### config.mk
export PLATFORM = sky130hd
export DESIGN_NAME = crash_freeze_ctrl
export DESIGN_NICKNAME = d
export VERILOG_FILES = /design/src/rtl/crash_pkg.sv /design/src/rtl/frame_counter.sv /design/src/rtl/crash_freeze_ctrl.sv
export SDC_FILE = /design/constraint.sdc
export NUM_CORES = 1
export LEC_CHECK = 0
export CAP_MARGIN = 30
export CORE_MARGIN = 2
export CORE_UTILIZATION = 40
export DETAILED_ROUTE_END_ITERATION = 16
export PLACE_DENSITY_LB_ADDON = 0.3
export REMOVE_ABC_BUFFERS = 1
export SLEW_MARGIN = 20
export SYNTH_ARGS = -nofsm -noshare
export SYNTH_HDL_FRONTEND = slang
export SYNTH_HIERARCHICAL = 1
export SYNTH_SLANG_ARGS = --single-unit
### constraint.sdc
create_clock -name clk -period 1.95 [get_ports clk]
set_input_delay 0.39 -clock clk [delete_from_list [all_inputs] [get_ports clk]]
set_output_delay 0.39 -clock clk [all_outputs]
set_load 0.02 [all_outputs]
### src/rtl/crash_pkg.sv
// Shared types and widths for the crash/freeze control slice.
package crash_pkg;

  typedef enum logic [2:0] {
    IDLE       = 3'd0,
    FREEZE     = 3'd1,
    WAIT_NOISE = 3'd2,
    RECOVER    = 3'd3,
    GAME_OVER  = 3'd4
  } crash_state_t;

  localparam int LIVES_W = 3;
  localparam int CNT_W   = 24;

endpackage

### src/rtl/frame_counter.sv
// Counts raw frame strobes since the last clear; flags the strobe that
// completes LIMIT frames.
module frame_counter #(
  parameter int unsigned LIMIT = 60
) (
  input  logic clk,
  input  logic reset,
  input  logic clr_i,
  input  logic strobe_i,
  output logic terminal_o
);

  logic [7:0] count_q;

  // NOTE: state registers use non-blocking assignments so every flop samples
  // pre-edge values regardless of process ordering.
  always_ff @(posedge clk or posedge reset) begin
    if (reset) begin
      count_q <= '0;
    end else if (clr_i) begin
      count_q <= '0;
    end else if (strobe_i) begin
      count_q <= count_q + 8'd1;
    end
  end

  assign terminal_o = strobe_i && (count_q == 8'(LIMIT - 1));

endmodule

### src/rtl/crash_freeze_ctrl.sv
// Crash detection, freeze hold, resume tracking and lives/game-over control
// in front of the frame-gate.
module crash_freeze_ctrl
  import crash_pkg::*;
#(
  parameter int unsigned LIVES           = 3,
  parameter int unsigned FREEZE_FRAMES   = 60,
  parameter int unsigned NOISE_WAIT_CYC  = 16,
  parameter int unsigned RECOVER_TIMEOUT = 16_000_000
) (
  input  logic       clk,
  input  logic       reset,
  input  logic       stratOfFrameIn,
  input  logic       collision,
  input  logic       make_noise,
  input  logic       restart,
  output logic       freeze,
  output logic       crash_pulse,
  output logic       respawn,
  output logic [2:0] lives,
  output logic       game_over,
  output logic [2:0] state_dbg
);

  crash_state_t         state_q, state_d;
  logic [LIVES_W-1:0]   lives_q, lives_d;
  logic [CNT_W-1:0]     cyc_cnt_q, cyc_cnt_d;
  logic                 crash_pulse_q, crash_pulse_d;
  logic                 respawn_q, respawn_d;
  logic                 freeze_q, game_over_q;
  logic                 frame_done;

  frame_counter #(
    .LIMIT(FREEZE_FRAMES)
  ) u_freeze_frames (
    .clk       (clk),
    .reset     (reset),
    .clr_i     (state_q != FREEZE),
    .strobe_i  (stratOfFrameIn),
    .terminal_o(frame_done)
  );

  // NOTE: every variable gets a default before the case so no path leaves it
  // unassigned; otherwise synthesis infers a latch.
  always_comb begin
    state_d       = state_q;
    lives_d       = lives_q;
    crash_pulse_d = 1'b0;
    respawn_d     = 1'b0;

    unique case (state_q)
      IDLE: begin
        if (stratOfFrameIn && collision) begin
          crash_pulse_d = 1'b1;
          // Also catches lives_q==0, so the count can never wrap.
          if (lives_q <= LIVES_W'(1)) begin
            lives_d = '0;
            state_d = GAME_OVER;
          end else begin
            lives_d = lives_q - LIVES_W'(1);
            state_d = FREEZE;
          end
        end
      end
      FREEZE: begin
        if (frame_done) begin
          respawn_d = 1'b1;
          state_d   = WAIT_NOISE;
        end
      end
      WAIT_NOISE: begin
        if (make_noise) begin
          state_d = RECOVER;
        end else if (cyc_cnt_q == CNT_W'(NOISE_WAIT_CYC - 1)) begin
          state_d = IDLE;
        end
      end
      RECOVER: begin
        if (!make_noise || cyc_cnt_q == CNT_W'(RECOVER_TIMEOUT - 1)) begin
          state_d = IDLE;
        end
      end
      GAME_OVER: begin
        if (restart) begin
          lives_d   = LIVES_W'(LIVES);
          respawn_d = 1'b1;
          state_d   = WAIT_NOISE;
        end
      end
      default: state_d = IDLE;
    endcase

    if (state_d != state_q || !(state_q inside {WAIT_NOISE, RECOVER})) begin
      cyc_cnt_d = '0;
    end else begin
      cyc_cnt_d = cyc_cnt_q + CNT_W'(1);
    end
  end

  always_ff @(posedge clk or posedge reset) begin
    if (reset) begin
      state_q       <= IDLE;
      lives_q       <= LIVES_W'(LIVES);
      cyc_cnt_q     <= '0;
      crash_pulse_q <= 1'b0;
      respawn_q     <= 1'b0;
      freeze_q      <= 1'b0;
      game_over_q   <= 1'b0;
    end else begin
      state_q       <= state_d;
      lives_q       <= lives_d;
      cyc_cnt_q     <= cyc_cnt_d;
      crash_pulse_q <= crash_pulse_d;
      respawn_q     <= respawn_d;
      freeze_q      <= (state_d == FREEZE) || (state_d == GAME_OVER);
      game_over_q   <= (state_d == GAME_OVER);
    end
  end

  assign freeze      = freeze_q;
  assign crash_pulse = crash_pulse_q;
  assign respawn     = respawn_q;
  assign lives       = lives_q;
  assign game_over   = game_over_q;
  assign state_dbg   = state_q;

endmodule

==> metrics.txt, run 1 <==
clk sinks 42; simple-gate share of the synthesized area 25.1%; Filler Cells Inserted 508; Storage cell area 1050 sq um; Max VDD drop 0.486 mV; area of the multi-input gates 1020 sq um; HP Class input port to async pin; remaining antenna violation count 0; clk buf depth 2; DR pass1 iterations 4; Hold Fails Final Rpt 0; Post-synth ARST share 100%; flop-to-flop setup slack 0.06 ns; largest family of logic cells by synthesized area simple AND/OR/NAND/NOR gates; cts hold-fix bufs 0; worst skew pair latency 0.29 ns; number of remaining DRC errors 0; clk slew on worst S/H paths 0.08 ns; fmax 0.530 GHz; layout cells sized above 1 16.1%; PortBufs 15; final setup fails 0; post-synthesis register bit count 42; largest area contributor in the netlist dfrtp_1; CTS root buf clkbuf_8; Placer Congestion 0.823; initial antenna violation count 0; routed vias 1,760; Synth Flop Type dfrtp_1; startpoint types flop; Commonest cells post-synth dfrtp_1, nor2_1, inv_1, xnor2_1; CP Max Fanout 8; outcome completed; Crit. End Element flop; # diodes 0; Core Util, Final 51.0%; vias in the first global route 1,810; Synth Area in XOR/XNOR 7.76%; crit share post-route 96.7%; Seq/Total Area, Yosys 49.2%; Final min period 1.89 ns; RR Endpoint cyc_cnt_q[22]; Rows 26; final hold slack 0.361 ns; yosys warns 6; Syn Std Cell Area 2140 sq um; slew margin rel. 69.5%; first-pass GRT wire length 8.01 mm; Slew @ Worst Pin 0.453 ns; Max Cap Violations 0; CORE AREA 5140 sq um; TNS Setup 0 ns; share of the synthesized area in the top cell type 46.7%; R2R cell count 5; Routed WL per cell 13.6 um; pin count of the biggest net entering global routing 35; PD cells 879 nW/um^2; Setup CP Type flop to flop; WP data arrival 2.12 ns; Synth Area in Compound Gates 10.6%; Worst Skew 0.0126 ns; cts bufs inserted 5; most instantiated library cell after synthesis dfrtp_1; H-tree depth 2; Layout Nets 272; Total Wirelength 4.49 mm; Layout Area Growth over Synthesis 22.4%; library cells used by synthesis 42; Mapped Cells 221; total gr overflow 0; mux contribution to synthesized area 0.467%; final instance area 2620 sq um; Chip Width 77.2 um; IO Count 16; Post-Syn Area per Cell 9.70 sq um; Chip Height 77.2 um; Initial Util 41.7%; CTS tree done; worst r2r src cyc_cnt_q[0]; ranking of synthesized cells by area dfrtp_1, xnor2_1, nor2_1; routed vias/inst 5.32; WP data required 2.18 ns; Leakage Power 1.04 nW; GRT Total Usage 16.7%; Post-DP Area 2520 sq um; Max Slew Vio Count 0; number of enable flip-flop cells after synthesis 0; post-detail-place hpwl 3.26 mm; Adder-Cell Fraction of Synth Area 2.92%; Die ar. 5960 sq um; drt initial violations 90
[final cells by class]
type                    count  area share [%]
flip-flops and latches     42            40.2
multi-input cells         159            38.9
repair buffers             39            12.6
well taps                  70            3.34
clock buffers               6            2.77
inverters                  14            2.00
clock inverters             1           0.286
[metal layers]
layer / global-route usage, % / share of wire, % / vias up
met5: 0 / 0 / -
met4: 7.86 / 2.1 / 0
met3: 3.76 / 3.3 / 9
met2: 26.2 / 47 / 27
met1: 22.0 / 48 / 857
li1: - / - / 867
[where the power goes]
part           leakage [nW]  switching (W)  internal (W)
logic                 0.435       0.000362      0.000319
clock network        0.0373       0.000284      0.000246
registers             0.572       0.000115      0.000981
total                  1.04       0.000760       0.00154
[state kept, by name (all words and copies together) (netlist names)]
register                 flops
cyc_cnt_q                   24
game_over                    1
lives                        3
respawn                      1
crash_pulse                  1
u_freeze_frames/count_q      8
freeze                       1
state_dbg                    3
[what timing repair did]
item | CTS | global route
buffers inserted | 0 | 1
pin swaps | 0 | 1
setup endpoints to repair | 1 | 4
hold endpoints to repair | 0 | 0
gates resized for setup | 1 | 3
cloned | 0 | 0
[cells by family after synthesis]
family | count (synthesis)
AO/OA/AOI/OAI | 36
XOR/XNOR | 19
adder cells (fa/ha/maj) | 5
buffers and inverters | 20
flip-flops | 42
multiplexers | 1
AND/OR/NAND/NOR | 98
[placed cells by master (no fill, tap or decap), drive strengths merged, types with 2 or more instances in the layout]
| master | synthesis | layout |
|---|---|---|
| nand4 | 9 | 9 |
| nand3b | 2 | 2 |
| and3 | 2 | 2 |
| dfstp | 2 | 2 |
| or3 | 10 | 10 |
| a21oi | 12 | 12 |
| buf | 4 | 24 |
| o21bai | 2 | 2 |
| or2 | 2 | 2 |
| nor4 | 9 | 9 |
| o22a | 2 | 2 |
| o21ai | 9 | 9 |
| dfrtp | 40 | 40 |
| or4 | 5 | 5 |
| ha | 5 | 5 |
| nor3 | 6 | 6 |
| nand2 | 12 | 12 |
| inv | 14 | 14 |
| o32ai | 2 | 2 |
| nor2 | 26 | 26 |
| nand3 | 9 | 9 |
| o31ai | 4 | 4 |
| xor2 | 5 | 5 |
| xnor2 | 14 | 14 |
| clkbuf | 2 | 6 |
| clkdlybuf4s50 | 0 | 15 |
[worst max-delay path: stages (launching register included)]
cell	delay, ns
dfrtp_1	0.36
ha_1	0.19
nand3_2	0.10
or4_4	0.59
or4_1	0.43
a21oi_2	0.15
[metrics by stage]
stage | power (W) | instances | worst slack, ns
finish | 0.00231 | 331 | 0.0637
global route | 0.00246 | 331 | -0.0115
CTS | 0.00233 | 330 | 0.0485
detailed placement | 0.00180 | 323 | 0.00391
global placement | 0.00178 | 323 | 0.0942
floorplan | 0.00151 | 215 | -0.341
[worst max-delay path by stage]
stage / from / end / depth (start not counted)
after floorplan: cyc_cnt_q[0] / cyc_cnt_q[10] / 5
after global placement: cyc_cnt_q[1] / cyc_cnt_q[22] / 5
after detailed placement: cyc_cnt_q[1] / cyc_cnt_q[22] / 5
after CTS: lives[0] / lives[0] / 1
after global routing: cyc_cnt_q[0] / cyc_cnt_q[22] / 5
final: cyc_cnt_q[0] / cyc_cnt_q[22] / 5
Power figures use the tool's default switching activity.
==> inputs of run 2 (changes only) <==
--- a/config.mk
+++ b/config.mk
@@ -9,6 +9,7 @@
 export CORE_MARGIN = 2
 export CORE_UTILIZATION = 40
 export DETAILED_ROUTE_END_ITERATION = 16
+export GPL_TIMING_DRIVEN = 0
 export PLACE_DENSITY_LB_ADDON = 0.3
 export REMOVE_ABC_BUFFERS = 1
 export SLEW_MARGIN = 20
==> run 2 against run 1 <==
Compared with the run above: sequential cell count is the same; non-clock buffer count is 18 lower; clock-buffer cell count up 1; critical path depth down 4; sequential share of layout area is 1.7 points higher; wire length fell by 5.4%; clock power increased by 10%; core utilization down 1.9 points; fmax decreased by 0.27%; critical endpoint is now lives[0].
==> metrics.txt, run 2 (synthesized netlist as in run 1, its figures left out) <==
placed insts 301; Pwr Total 0.00236 W; Finished Layout Cells 314; Routed WL per cell 13.5 um; Initial Util 41.7%; Buf/Inv on CP 1; Max Slew Vio Count 0; Filler Cells Inserted 499; Final min period 1.89 ns; layout cells sized above 1 12.3%; remaining antenna violation count 0; RSZ-0062 raised after global routing no; R2R cell count 5; slowest stage delay, CP 0.62 ns; Slew @ Worst Pin 0.714 ns; clk buf depth 2; CTS tree done; total gr overflow 0; WP data required 1.56 ns; drt initial violations 137; CORE AREA 5140 sq um; crit share post-route 97.0%; clk slew on worst S/H paths 0.08 ns; cts hold-fix bufs 0; Placer Congestion 0.756; Leakage Power 0.963 nW; startpoint types flop; most common cell after layout, fill and taps aside dfrtp_1; Crit. End Element output port; Setup CP Type flop to output port; worst setup margin 0.0585 ns; Reg with most FFs cyc_cnt_q; vias in the first global route 1,671; # diodes 0; pin count of the biggest net entering global routing 35; slew margin rel. 52.3%; CTS root buf clkbuf_8; clk sinks 42; Largest regs cyc_cnt_q: 24 flops, u_freeze_frames/count_q: 8 flops; HP Class input port to async pin; first-pass GRT wire length 7.56 mm; PortBufs 15; CP Max Fanout 6; Worst path depth 1; number of remaining DRC errors 0; DR pass1 iterations 5; Layout Area Growth over Synthesis 18.0%; IO Count 16; Chip Width 77.2 um; commonest non-fill, non-tap cells in the layout dfrtp_1, nor2_1, clkdlybuf4s50_1, xnor2_1, inv_1; Storage cell area 1060 sq um; cts bufs inserted 5; area of the multi-input gates 1040 sq um; Die ar. 5960 sq um; max FFs per register 24; Layout Nets 254; Rows 26; Crit-path slowest cell clkdlybuf4s50_1; fmax 0.529 GHz; WP data arrival 1.50 ns; GRT Total Usage 15.8%; Chip Height 77.2 um; Hold Fails Final Rpt 0; crit-path cells clkdlybuf4s50_1; Setup WS pre-CTS -0.211 ns; H-tree depth 2; post-detail-place hpwl 2.90 mm; crit-path leading delay family buffers and inverters; Max VDD drop 0.480 mV; Worst Skew 0.00836 ns; routed vias 1,678; routed vias/inst 5.34; initial antenna violation count 0; PD cells 932 nW/um^2; Total Wirelength 4.25 mm; final setup fails 0; worst skew pair latency 0.30 ns; outcome completed; Max Cap Violations 0
run 2: cell count changes in the layout (fill, tap and decap cells not counted), sizes merged:
| cell | previous run | this run |
|---|---|---|
| clkinv | 0 | 1 |
| clkbuf | 6 | 7 |
| clkinvlp | 1 | 0 |
| buf | 24 | 6 |
run 2: layout make-up:
class	count	area share, %
sequential	42	41.8
inverter	14	2.08
tap	70	3.46
multi-input combinational	159	41.0
clock inverter	1	0.198
clock buffer	7	3.41
timing repair buffer	21	8.02
run 2: what timing repair did:
item,in CTS,in global routing
setup endpoints to repair,22,15
pin swaps,1,1
gates resized for setup,5,4
setup buffers,3,2
run 2: final timing paths:
check                             start                          to  slack [ns]
hold / removal                    reset  u_freeze_frames/count_q[6]        0.39
max in group asynchronous         reset                cyc_cnt_q[4]        0.90
setup / recovery               lives[0]                    lives[0]        0.06
hold reg to reg            state_dbg[1]                     respawn        0.54
min in group clk           state_dbg[1]                     respawn        0.54
setup reg to reg           cyc_cnt_q[0]               cyc_cnt_q[22]        0.08
run 2: metrics by stage:
step           instance area, sq um  utilization, %  TNS, ns  hold WS, ns
6_report                       2530            49.2        0        0.392
5_1_grt                        2530            49.2        0        0.458
4_1_cts                        2500            48.7        0        0.394
3_5_place_dp                   2370            46.0    -3.27        0.498
3_3_place_gp                   2350            45.7   -22.04        0.485
2_1_floorplan                  2110               -    -7.25        0.206
run 2: worst reg2reg max path: stages (launching register included):
cell and delay (ns):
dfrtp_1 0.39, ha_2 0.24, nand3_4 0.11, or4_4 0.48
or4_1 0.42, a21oi_1 0.16
run 2: report_power, final:
part / internal, W / total [W] / leakage [nW] / switching (W)
clock: 0.000286 / 0.000583 / 0.0482 / 0.000298
combinational: 0.000321 / 0.000675 / 0.348 / 0.000353
sequential: 0.000980 / 0.00110 / 0.567 / 0.000118
total: 0.00159 / 0.00236 / 0.963 / 0.000769
run 2: layer usage:
metal | vias up | track usage (%) | wire [um]
met4 | 0 | 7.68 | 82
li1 | 835 | - | -
met2 | 23 | 24.9 | 1990
met5 | - | 0 | 0
met1 | 812 | 21.1 | 2060
met3 | 8 | 2.59 | 117
